<file path="src/rtl/pwm_ramp_pkg.sv">
// Shared constants for the PWM ramp controller: register addresses,
// CTRL bit positions and the per-channel ramp FSM state type.
package pwm_ramp_pkg;

  localparam logic [2:0] ADDR_CTRL  = 3'd0;
  localparam logic [2:0] ADDR_PRESC = 3'd1;
  localparam logic [2:0] ADDR_TGT1  = 3'd2;
  localparam logic [2:0] ADDR_TGT2  = 3'd3;
  localparam logic [2:0] ADDR_STEP  = 3'd4;
  localparam logic [2:0] ADDR_IRQ   = 3'd5;

  localparam int CTRL_EN1 = 0;
  localparam int CTRL_EN2 = 1;
  localparam int CTRL_GO1 = 2;
  localparam int CTRL_GO2 = 3;

  typedef enum logic [1:0] {
    ST_IDLE = 2'd0,
    ST_WAIT = 2'd1,
    ST_STEP = 2'd2
  } chan_state_e;

endpackage

</file>
<file path="src/rtl/pwm_ramp_chan.sv">
// One ramp channel: waits a programmable number of PWM periods, then moves
// the live pulse width one saturating step toward the target.
module pwm_ramp_chan
  import pwm_ramp_pkg::*;
#(
  parameter int INTERVAL_W = 16
) (
  input  logic                  clock,
  input  logic                  reset_n,
  input  logic                  en,
  input  logic                  go,
  input  logic                  period_end,
  input  logic [7:0]            target,
  input  logic [7:0]            step,
  input  logic [INTERVAL_W-1:0] interval,
  output logic [7:0]            width,
  output logic                  busy,
  output logic                  done
);

  chan_state_e           state;
  logic [INTERVAL_W-1:0] ic;
  logic [INTERVAL_W-1:0] ivl_q;
  logic [7:0]            step_q;
  logic [7:0]            next_w;

  // Move w toward t by s, clamped at t; 9-bit intermediates avoid wraparound.
  function automatic logic [7:0] ramp_next(input logic [7:0] w,
                                           input logic [7:0] t,
                                           input logic [7:0] s);
    logic [8:0] up;
    logic [8:0] dn;
    up = {1'b0, w} + {1'b0, s};
    dn = {1'b0, w} - {1'b0, s};
    if (s == 8'd0) return t;
    if (w < t) return (up > {1'b0, t}) ? t : up[7:0];
    if (w > t) return (dn[8] || (dn[7:0] < t)) ? t : dn[7:0];
    return w;
  endfunction

  assign next_w = ramp_next(width, target, step_q);

  // Ramp FSM; disable overrides everything and parks the width at 0.
  always_ff @(posedge clock) begin
    if (!reset_n) begin
      state  <= ST_IDLE;
      ic     <= '0;
      ivl_q  <= INTERVAL_W'(1);
      step_q <= 8'd0;
      width  <= 8'd0;
      busy   <= 1'b0;
      done   <= 1'b0;
    end else begin
      done <= 1'b0;
      if (!en) begin
        state <= ST_IDLE;
        ic    <= '0;
        width <= 8'd0;
        busy  <= 1'b0;
      end else begin
        case (state)
          ST_IDLE: begin
            if (go) begin
              state  <= ST_WAIT;
              ic     <= '0;
              busy   <= 1'b1;
              step_q <= step;
              ivl_q  <= interval;
            end
          end
          ST_WAIT: begin
            if (period_end) begin
              if (ic == ivl_q - INTERVAL_W'(1)) state <= ST_STEP;
              else ic <= ic + INTERVAL_W'(1);
            end
          end
          ST_STEP: begin
            width <= next_w;
            if (next_w == target) begin
              state <= ST_IDLE;
              busy  <= 1'b0;
              done  <= 1'b1;
            end else begin
              state  <= ST_WAIT;
              ic     <= '0;
              step_q <= step;
              ivl_q  <= interval;
            end
          end
          default: state <= ST_IDLE;
        endcase
      end
    end
  end

endmodule

</file>
<file path="src/rtl/pwm_ramp_ctrl.sv">
// Register-programmed ramp controller feeding the dual-channel 8-bit PWM
// generator. Holds the write-only register file, a period tracker that
// mirrors the generator's counters, and two ramp channels.
// Optional macro PWM_RAMP_IRQ_EN adds a sticky irq output and register 5.
module pwm_ramp_ctrl
  import pwm_ramp_pkg::*;
#(
  parameter logic [31:0] DEFAULT_PRESCALER = 32'd1,
  parameter int          INTERVAL_W        = 16
) (
  input  logic        clock,
  input  logic        reset_n,
  input  logic        wr_en,
  input  logic [2:0]  wr_addr,
  input  logic [31:0] wr_data,
  output logic [7:0]  pwm_control_register,
  output logic [31:0] pwm_prescaler,
  output logic [7:0]  pwm_pulse_width_1,
  output logic [7:0]  pwm_pulse_width_2,
  output logic [1:0]  busy,
  output logic [1:0]  done
`ifdef PWM_RAMP_IRQ_EN
  ,
  output logic        irq
`endif
);

  logic [1:0]            en_sh;
  logic [31:0]           presc_sh;
  logic [7:0]            tgt1;
  logic [7:0]            tgt2;
  logic [7:0]            step1;
  logic [7:0]            step2;
  logic [INTERVAL_W-1:0] ivl;
  logic [1:0]            en_nx;
  logic [31:0]           presc_nx;
  logic [1:0]            go;
  logic [1:0]            ctrl_q;
  logic [31:0]           pc;
  logic [7:0]            qc;
  logic                  any_en;
  logic                  period_end;

  assign any_en               = |ctrl_q;
  assign period_end           = any_en && (pc == 32'd0) && (qc == 8'hFF);
  assign pwm_control_register = {6'b0, ctrl_q};

  // Shadow values as they will be after this cycle's write, plus GO strobes.
  always_comb begin
    en_nx    = en_sh;
    presc_nx = presc_sh;
    go       = 2'b00;
    if (wr_en && (wr_addr == ADDR_CTRL)) begin
      en_nx = {wr_data[CTRL_EN2], wr_data[CTRL_EN1]};
      go    = {wr_data[CTRL_GO2], wr_data[CTRL_GO1]};
    end
    if (wr_en && (wr_addr == ADDR_PRESC))
      presc_nx = (wr_data == 32'd0) ? 32'd1 : wr_data;
  end

  // Register file. The prescaler shadow starts at the default so that the
  // idle-time shadow copy keeps the reset prescaler on the output.
  always_ff @(posedge clock) begin
    if (!reset_n) begin
      en_sh    <= 2'b00;
      presc_sh <= DEFAULT_PRESCALER;
      tgt1     <= 8'd0;
      tgt2     <= 8'd0;
      step1    <= 8'd0;
      step2    <= 8'd0;
      ivl      <= INTERVAL_W'(1);
    end else begin
      en_sh    <= en_nx;
      presc_sh <= presc_nx;
      if (wr_en && (wr_addr == ADDR_TGT1)) tgt1 <= wr_data[7:0];
      if (wr_en && (wr_addr == ADDR_TGT2)) tgt2 <= wr_data[7:0];
      if (wr_en && (wr_addr == ADDR_STEP)) begin
        step1 <= wr_data[7:0];
        step2 <= wr_data[15:8];
        ivl   <= (wr_data[16 +: INTERVAL_W] == '0) ? INTERVAL_W'(1)
                                                   : wr_data[16 +: INTERVAL_W];
      end
    end
  end

  // Generator config changes only on period boundaries or while idle;
  // clearing an enable always lands immediately.
  always_ff @(posedge clock) begin
    if (!reset_n) begin
      ctrl_q        <= 2'b00;
      pwm_prescaler <= DEFAULT_PRESCALER;
    end else if (period_end || !any_en) begin
      ctrl_q        <= en_nx;
      pwm_prescaler <= presc_nx;
    end else begin
      ctrl_q <= ctrl_q & en_nx;
    end
  end

  // Period tracker mirroring the generator's prescale and period counters.
  always_ff @(posedge clock) begin
    if (!reset_n || !any_en) begin
      pc <= 32'd0;
      qc <= 8'd0;
    end else begin
      pc <= (pc >= pwm_prescaler - 32'd1) ? 32'd0 : pc + 32'd1;
      if (pc == 32'd0) qc <= qc + 8'd1;
    end
  end

  pwm_ramp_chan #(.INTERVAL_W(INTERVAL_W)) u_chan1 (
    .clock      (clock),
    .reset_n    (reset_n),
    .en         (en_nx[0]),
    .go         (go[0]),
    .period_end (period_end),
    .target     (tgt1),
    .step       (step1),
    .interval   (ivl),
    .width      (pwm_pulse_width_1),
    .busy       (busy[0]),
    .done       (done[0])
  );

  pwm_ramp_chan #(.INTERVAL_W(INTERVAL_W)) u_chan2 (
    .clock      (clock),
    .reset_n    (reset_n),
    .en         (en_nx[1]),
    .go         (go[1]),
    .period_end (period_end),
    .target     (tgt2),
    .step       (step2),
    .interval   (ivl),
    .width      (pwm_pulse_width_2),
    .busy       (busy[1]),
    .done       (done[1])
  );

`ifdef PWM_RAMP_IRQ_EN
  // Sticky interrupt: any done sets it, a write of 1 to IRQ clears it,
  // and a simultaneous set wins.
  always_ff @(posedge clock) begin
    if (!reset_n) irq <= 1'b0;
    else if (|done) irq <= 1'b1;
    else if (wr_en && (wr_addr == ADDR_IRQ) && wr_data[0]) irq <= 1'b0;
  end
`endif

endmodule

</file>
<file path="config.mk">
export PLATFORM = sky130hd
export DESIGN_NAME = pwm_ramp_ctrl
export DESIGN_NICKNAME = d
export VERILOG_FILES = /design/src/rtl/pwm_ramp_pkg.sv /design/src/rtl/pwm_ramp_chan.sv /design/src/rtl/pwm_ramp_ctrl.sv
export SDC_FILE = /design/constraint.sdc
export NUM_CORES = 1
export LEC_CHECK = 0
export BUFFER_PORTS_ARGS = -buffer_cell sky130_fd_sc_hd__buf_2
export CAP_MARGIN = 10
export CORE_MARGIN = 2
export CORE_UTILIZATION = 56
export DETAILED_ROUTE_END_ITERATION = 16
export GPL_TIMING_DRIVEN = 0
export PLACE_DENSITY = 0.87
export SETUP_SLACK_MARGIN = 0.4
export SLEW_MARGIN = 20
export SYNTH_ARGS = -nofsm -noshare
export SYNTH_HDL_FRONTEND = slang
export SYNTH_SLANG_ARGS = --single-unit
</file>
<file path="constraint.sdc">
create_clock -name clock -period 4.48 [get_ports clock]
set_clock_uncertainty 0.2 [all_clocks]
set_input_delay 1.12 -clock clock [delete_from_list [all_inputs] [get_ports clock]]
set_output_delay 1.12 -clock clock [all_outputs]
set_load 0.02 [all_outputs]
</file>
==> results.md, run 1 <==
* First-pass GRT wire length at 89,000 um
* Synth Register Bits at 260
* Ys flop type: dfxtp_1
* Wire length on met3 at 6010 um
* Worst EP arrival at between 5000 and 6000 ps
* DR iter-0 viols at 2,047
* Hold Buf Count CTS at 0
* Crit Path Category: register to register
* DRT Wirelength at 59,600 um
* HPWL after DPL at 38,200 um
* Most common cell in the netlist: nand2_1
* Clock Power Share at 0.439
* Io pins at 98
* P&R area growth vs syn at 27.5%
* Layout cells sized above 1 at 0.250
* Fillcell total at 1,972
* Root Driver: clkbuf_16
* Logic pwr share at 0.134
* CTS tree: done
* Yosys warns at 0
* Status: finished, violations left
* Fin util at 0.730
* Core ar. at a little under 30,000 um^2
* Initial Util at 0.572
* Setup ws final at -288 ps
* CP max FO at 7
* Via count at between 15,000 and 20,000
* DRC Markers at 0
* Cell Pwr Density at 255 nW/um^2
* Synth top cells by count: nand2_1, dfxtp_1, ha_1
* Req. time, crit path at 4750 ps
* Flop pwr share at 0.427
* Number of global-route vias before repair at 17,091
* Clk buf depth at 3
* Input/output buffers at between 80 and 90
* Sw power at 1.45 mW
* Top-area cell type share of the netlist area at 0.305
* Hold Crit Class: register to register
* Max-Cap Viols at 0
* Internal Power at 4.10 mW
* Leading area contributor after synthesis: dfxtp_1
* Endpoints failing hold at 0
* Synth async-reset ratio at 0
* EDFF count, synth at 0
* Setup TNS at -17,970 ps
* Largest net degree at the start of global routing at 16
* Seq/Total Area, Yosys at 0.305
* # setup viols final at 115
* Setup crit end kind: register
* Worst-Skew Late Latency at approximately 560 ps
* Avg Inst Size Synth at 8.22 um^2
* Critical-path cell list: ha_4, fa_2, nor2b_4, o21ai_2, nand2_1, xnor2_2, ha_1, a211oi_2, o211ai_1, o211ai_1, nand3_2, or2_4, o211a_1, a41oi_2, nor4_4, buf_4, a221oi_4, buf_6, buf_12, mux2i_1
* Crit path buffers/inverters at 3
* Delay-heaviest family, CP: compound AO/OA/AOI/OAI gates
* First-pass iteration count of the detailed router at 6
* Peak per-stage delay on the critical path at 390 ps
* Post-Synthesis Cells at 2,074
* Overall Power at 5.55 mW
* Die H at ~180 um
* Multi-input logic area at 12,300 um^2
* DIE WIDTH at 178 um
* GP Congestion at around 0.99
* Leak at 8.79 nW
* CP max-delay cell: dfxtp_4
* Die area at 31,900 um^2
* Yosys cell types at 95
* Metal-1 WL at 21,500 um
* Max Freq at 210 MHz
* Most used cell, CP: o211ai_1
* Gr ovfl total at 0
* Num rows at 63
* Cell Area, Synth at approximately 17,000 um^2
* FF+latch area at 5280 um^2
* Sink Count at 260
* Switch share at 0.262
* Vias per cell at 6.53
* Period utilization at 1.06
* Initial antenna violation count at 6
* Inserted Clock Buffers at 26
* Crit path time final at around 4800 ps
* GRT Util Overall at 0.348
* Worst-Margin Slew at slightly above 1000 ps
* Slew headroom at 0.308
* Final Max Slew Viols at 0
* Met2 wire length at 28,000 um
* Avg WL per Cell at 21.7 um
* Failing checks: setup timing
* Max VDD drop at 0.272 mV
* Top sig layer: met5
* Clock Pin Slew Worst Setup and Hold Paths at 70 ps
* Crit start category: register
* Final #Nets at 2,497
* Htree depth at 1
* ANT nets after route at 0
* Area contributors post-synth: dfxtp_1, ha_1, nand2_1
* RSZ-0062 raised after global routing: yes
cell usage in the layout, fill, tap and decap left out, drive strengths merged, types with 16 or more instances in the layout:
cell / netlist / final
nor2: 116 / 116
nor3: 43 / 43
o211a: 33 / 33
a21o: 26 / 26
mux2i: 88 / 88
nand3: 57 / 57
and3: 26 / 26
ha: 118 / 118
nand2: 330 / 330
dfxtp: 260 / 260
a31oi: 24 / 24
a21boi: 51 / 51
clkbuf: 82 / 113
xnor2: 70 / 70
nor4: 47 / 47
o211ai: 19 / 19
nand2b: 16 / 16
inv: 76 / 77
buf: 33 / 268
or3: 16 / 16
a21oi: 104 / 104
o21ai: 72 / 72
nor2b: 56 / 56
xor2: 65 / 65
nand4: 32 / 32
worst paths after layout:
path                                               startpoint                             to  slack, ps  depth (start not counted)
worst min-delay path                     ivl[11]$_SDFFE_PN0P_           ivl[11]$_SDFFE_PN0P_        270                          2
worst min register to register           ivl[11]$_SDFFE_PN0P_           ivl[11]$_SDFFE_PN0P_        270                          2
worst max register to register  u_chan2.width[0]$_SDFFE_PN0P_  u_chan2.ivl_q[7]$_SDFFE_PN0P_       -290                         20
worst max-delay path            u_chan2.width[0]$_SDFFE_PN0P_  u_chan2.ivl_q[7]$_SDFFE_PN0P_       -290                         20
metal layers:
layer	vias to the layer above	track usage
li1	7967	-
met1	8468	0.418
met2	1209	0.593
met3	332	0.0616
met4	4	0.184
met5	-	0
tightest hold or removal path: stages, from the launching register on:
cell and delay, ps:
dfxtp_1 310, nand2_1 50, a21boi_0 60
registers in the layout, indices dropped and copies added, names as in the netlist, 16 cells and up:
name and cells:
pwm_prescaler 32, pc 32, u_chan2.ic 16, presc_sh 32
u_chan1.ic 16, u_chan2.ivl_q 16, ivl 16, u_chan1.ivl_q 16
what timing repair did:
action / CTS / global route
endpoints found under the setup margin: 130 / 133
pin swaps: 113 / 84
cloned: 9 / 3
buffers inserted: 86 / 43
resized for setup: 200 / 122
area by class of cell:
class                           instances  area share
Clock buffer                           36      0.0344
Clock inverter                         12     0.00967
Tap cell                              390      0.0224
Multi-Input combinational cell       1627       0.564
Inverter                               77      0.0138
Buffer                                115      0.0323
Antenna cell                            5    0.000576
Sequential cell                       260       0.243
Timing Repair Buffer                  230      0.0795
per-stage QoR:
stage | area [um^2] | std cells | hold slack (ps) | setup slack [ps]
final | 21700 | 2752 | 265 | -288
after global routing | 21700 | 2748 | 281 | -420
after CTS | 20800 | 2701 | 265 | -144
after detailed placement | 18300 | 2558 | 255 | -646
after global placement | 18300 | 2558 | 250 | -529
after floorplan | 17400 | 2079 | 231 | 160
power groups by stage:
| stage | Combinational, mW | Clock [mW] | Sequential [mW] |
|---|---|---|---|
| floorplan | 0.358 | 0 | 2.43 |
| global placement | 0.521 | 0 | 2.42 |
| detailed placement | 0.529 | 0 | 2.42 |
| CTS | 0.640 | 2.43 | 2.37 |
| global route | 0.781 | 2.54 | 2.37 |
| finish | 0.742 | 2.44 | 2.37 |
kinds of logic (layout without fill, tap and decap cells):
family / count (synthesis) / in the layout / share of synthesized area
AND/OR/NAND/NOR: 801 / 801 / 0.232
other: 1 / 11 / 0.000220
flip-flops: 260 / 260 / 0.305
multiplexers: 92 / 92 / 0.0543
buffers and inverters: 192 / 470 / 0.0500
adder cells (fa/ha/maj): 122 / 122 / 0.0913
AO/OA/AOI/OAI: 470 / 470 / 0.197
XOR/XNOR: 136 / 136 / 0.0707
Note: power is estimated with default switching activity, not from simulation.
==> run 2, diff against run 1 <==
--- a/config.mk
+++ b/config.mk
@@ -5,6 +5,7 @@
 export SDC_FILE = /design/constraint.sdc
 export NUM_CORES = 1
 export LEC_CHECK = 0
+export ABC_CLOCK_PERIOD_IN_PS = 4480
 export BUFFER_PORTS_ARGS = -buffer_cell sky130_fd_sc_hd__buf_2
 export CAP_MARGIN = 10
 export CORE_MARGIN = 2
==> constraint.sdc (replaced) <==
create_clock -name clock -period 4.48 [get_ports clock]
set_clock_uncertainty 0.2 [all_clocks]
set_input_delay 1.12 -clock clock [delete_from_list [all_inputs] [get_ports clock]]
set_output_delay 1.12 -clock clock [all_outputs]
set_load 0.05 [all_outputs]
==> results.md, run 2 (synthesis results as in run 1) <==
* Crit path time final at 4750 ps (-19.1 ps)
* Leak at 8.86 nW (+0.80%)
* DR iter-0 viols at 1,913 (-6.5%)
* Sink Count at 260 (unchanged)
* Period utilization at 1.06 (-0.00427)
* Final Max Slew Viols at 0 (unchanged)
* Num rows at 63 (unchanged)
* Core ar. at 29,800 um^2 (unchanged)
* Avg WL per Cell at 22.0 um (+1.4%)
* Switch share at 0.269 (+0.00742)
* Fin util at 0.732 (+0.00281)
* Sw power at 1.54 mW (+6.2%)
* Clock Power Share at 0.458 (+0.019)
* CP max-delay cell: or4_4
* Input/output buffers at 89 (unchanged)
* Post-route cell area at 21,800 um^2 (+0.39%)
* Inserted Clock Buffers at 28 (+7.7%)
* Fillcell total at 2,024 (+2.6%)
* Cell Area, Placed at 18,500 um^2 (+0.93%)
* Flop pwr share at 0.414 (-0.013)
* Final hold slack at 267 ps (+2.14 ps)
* CTS tree: done
* Commonest non-fill, non-tap cell in the layout: nand2_1
* First-pass iteration count of the detailed router at 6 (unchanged)
* Max VDD drop at 0.279 mV (+2.3%)
* Die H at 178 um (unchanged)
* ANT nets after route at 0 (unchanged)
* Max Freq at 211 MHz (+0.40%)
* Worst-Margin Slew at 1170 ps (+139 ps)
* Failing checks: setup timing
* First-pass GRT wire length at 88,800 um (-0.20%)
* Setup crit end kind: register
* GRT Util Overall at 0.349 (+0.000535)
* Clk buf depth at 3 (unchanged)
* Htree depth at 1 (unchanged)
* Internal Power at 4.19 mW (+2.2%)
* Largest net degree at the start of global routing at 15 (-1)
* Max-Cap Viols at 0 (unchanged)
* Most used cell, CP: nand2b_1
* CP max FO at 5 (-2)
* Number of global-route vias before repair at 16,949 (-0.83%)
* Root Driver: clkbuf_16
* Slew headroom at 0.213 (-0.0953)
* Initial Util at 0.572 (unchanged)
* Io pins at 98 (unchanged)
* Critical-path cell list: or4_4, or3_4, nor4_4, nand2_2, nor3b_4, nand2b_1, xor2_2, ha_1, nor2b_4, o21ai_2, nand2b_1, a21oi_2, nor2_2, a2111oi_4, and2_4, a22oi_2, buf_6, clkbuf_16, a21oi_4
* Crit start category: register
* Die area at 31,900 um^2 (unchanged)
* Worst-Skew Late Latency at 560 ps (about the same)
* Multi-input logic area at 12,300 um^2 (+0.16%)
* # setup viols final at 112 (-2.6%)
* Placement Setup Slack at -582 ps (+64.8 ps)
* Hold Crit Class: register to register
* DIE WIDTH at 178 um (unchanged)
* P&R area growth vs syn at 28.0%
* Most frequent cells in the layout: nand2_1, dfxtp_1, buf_4, nor2_1, ha_1
* DRT Wirelength at 60,400 um (+1.2%)
* Initial antenna violation count at 7 (+1)
* Worst EP arrival at 5040 ps (about the same)
* HPWL after DPL at 38,100 um (-0.33%)
* FF+latch area at 5290 um^2 (+0.19%)
* Gr ovfl total at 0 (unchanged)
* Req. time, crit path at 4770 ps (+20 ps)
* RSZ-0062 raised after global routing: yes
* Status: finished, violations left
* Layout cells sized above 1 at 0.254 (+0.00393)
* DRC Markers at 0 (unchanged)
* Vias per cell at 6.52 (-0.17%)
* Setup ws final at -269 ps (+19.1 ps)
* Cell Pwr Density at 263 nW/um^2 (+2.8%)
* Logic pwr share at 0.129 (-0.005)
* GP Congestion at 0.984 (-0.52%)
* Endpoints failing hold at 0 (unchanged)
* Clock Pin Slew Worst Setup and Hold Paths at 60 ps (about the same)
* Peak per-stage delay on the critical path at 570 ps (+180 ps)
* Biggest registers after layout: pc x32, presc_sh x32, pwm_prescaler x32
* Via count at 17,929 (-0.28%)
* Crit Path Category: register to register
* Final #Nets at 2,494 (-0.12%)
==> run 2: cell count changes in the layout (fill, tap and decap cells not counted), moves of 4 or more <==
cell	previous run	this run
dfxtp_1	230	226
o21ai_0	46	51
o21ai_1	14	6
clkbuf_8	8	4
buf_8	11	15
clkbuf_16	28	32
inv_2	5	10
buf_4	114	107
inv_1	67	62
==> run 2: routing by layer <==
| metal | vias up | routed length (um) | global-route usage |
|---|---|---|---|
| met5 | - | 37 | 0 |
| met4 | 6 | 3990 | 0.174 |
| met3 | 339 | 5810 | 0.0663 |
| met2 | 1191 | 28400 | 0.603 |
| met1 | 8439 | 22100 | 0.412 |
| li1 | 7954 | - | - |
==> run 2: final timing paths <==
path	start	to	slack [ps]	depth (start not counted)
setup reg to reg	pwm_prescaler[6]$_SDFFE_PN0P_	pc[6]$_SDFF_PP0_	-270	19
hold / removal	ivl[11]$_SDFFE_PN0P_	ivl[11]$_SDFFE_PN0P_	270	2
hold reg to reg	ivl[11]$_SDFFE_PN0P_	ivl[11]$_SDFFE_PN0P_	270	2
setup / recovery	pwm_prescaler[6]$_SDFFE_PN0P_	pc[6]$_SDFF_PP0_	-270	19
==> run 2: stage by stage <==
stage	total power [mW]	TNS (ps)	cells
floorplan	2.82	0	2079
global placement	2.98	-29180	2558
detailed placement	2.99	-38090	2558
CTS	5.64	-2890	2699
global route	5.87	-29460	2747
finish	5.73	-16340	2749
==> run 2: power by group through the flow <==
stage / Clock, mW / Combinational, mW / Sequential, mW
floorplan: 0 / 0.370 / 2.45
global route: 2.72 / 0.777 / 2.37
finish: 2.62 / 0.738 / 2.37
global placement: 0 / 0.562 / 2.42
detailed placement: 0 / 0.571 / 2.42
CTS: 2.61 / 0.662 / 2.37
==> run 2: cell type report <==
type                            instances  area share
Multi-Input combinational cell       1627       0.563
Sequential cell                       260       0.243
Timing Repair Buffer                  225      0.0772
Clock buffer                           33      0.0353
Buffer                                115      0.0334
Tap cell                              390      0.0224
Inverter                               77      0.0138
Clock inverter                         19      0.0122
Antenna cell                            3    0.000344
==> run 2: timing repair <==
item,CTS,global route
endpoints found under the hold margin,0,0
gates cloned,12,0
endpoints found under the setup margin,132,132
pin swaps,82,115
buffers inserted,77,47
hold buffers,0,0
gates resized for setup,159,128
==> run 2: worst max-delay path, delay by kind of cell, from the launching register on <==
family | cells | cell delay [ps]
adders and majority gates | 1 | 330
AOI/OAI and AO/OA | 5 | 830
xor gates and xnor gates | 1 | 180
DFF | 1 | 340
buffers and inverters | 2 | 330
and+or+nand+nor | 10 | 2480
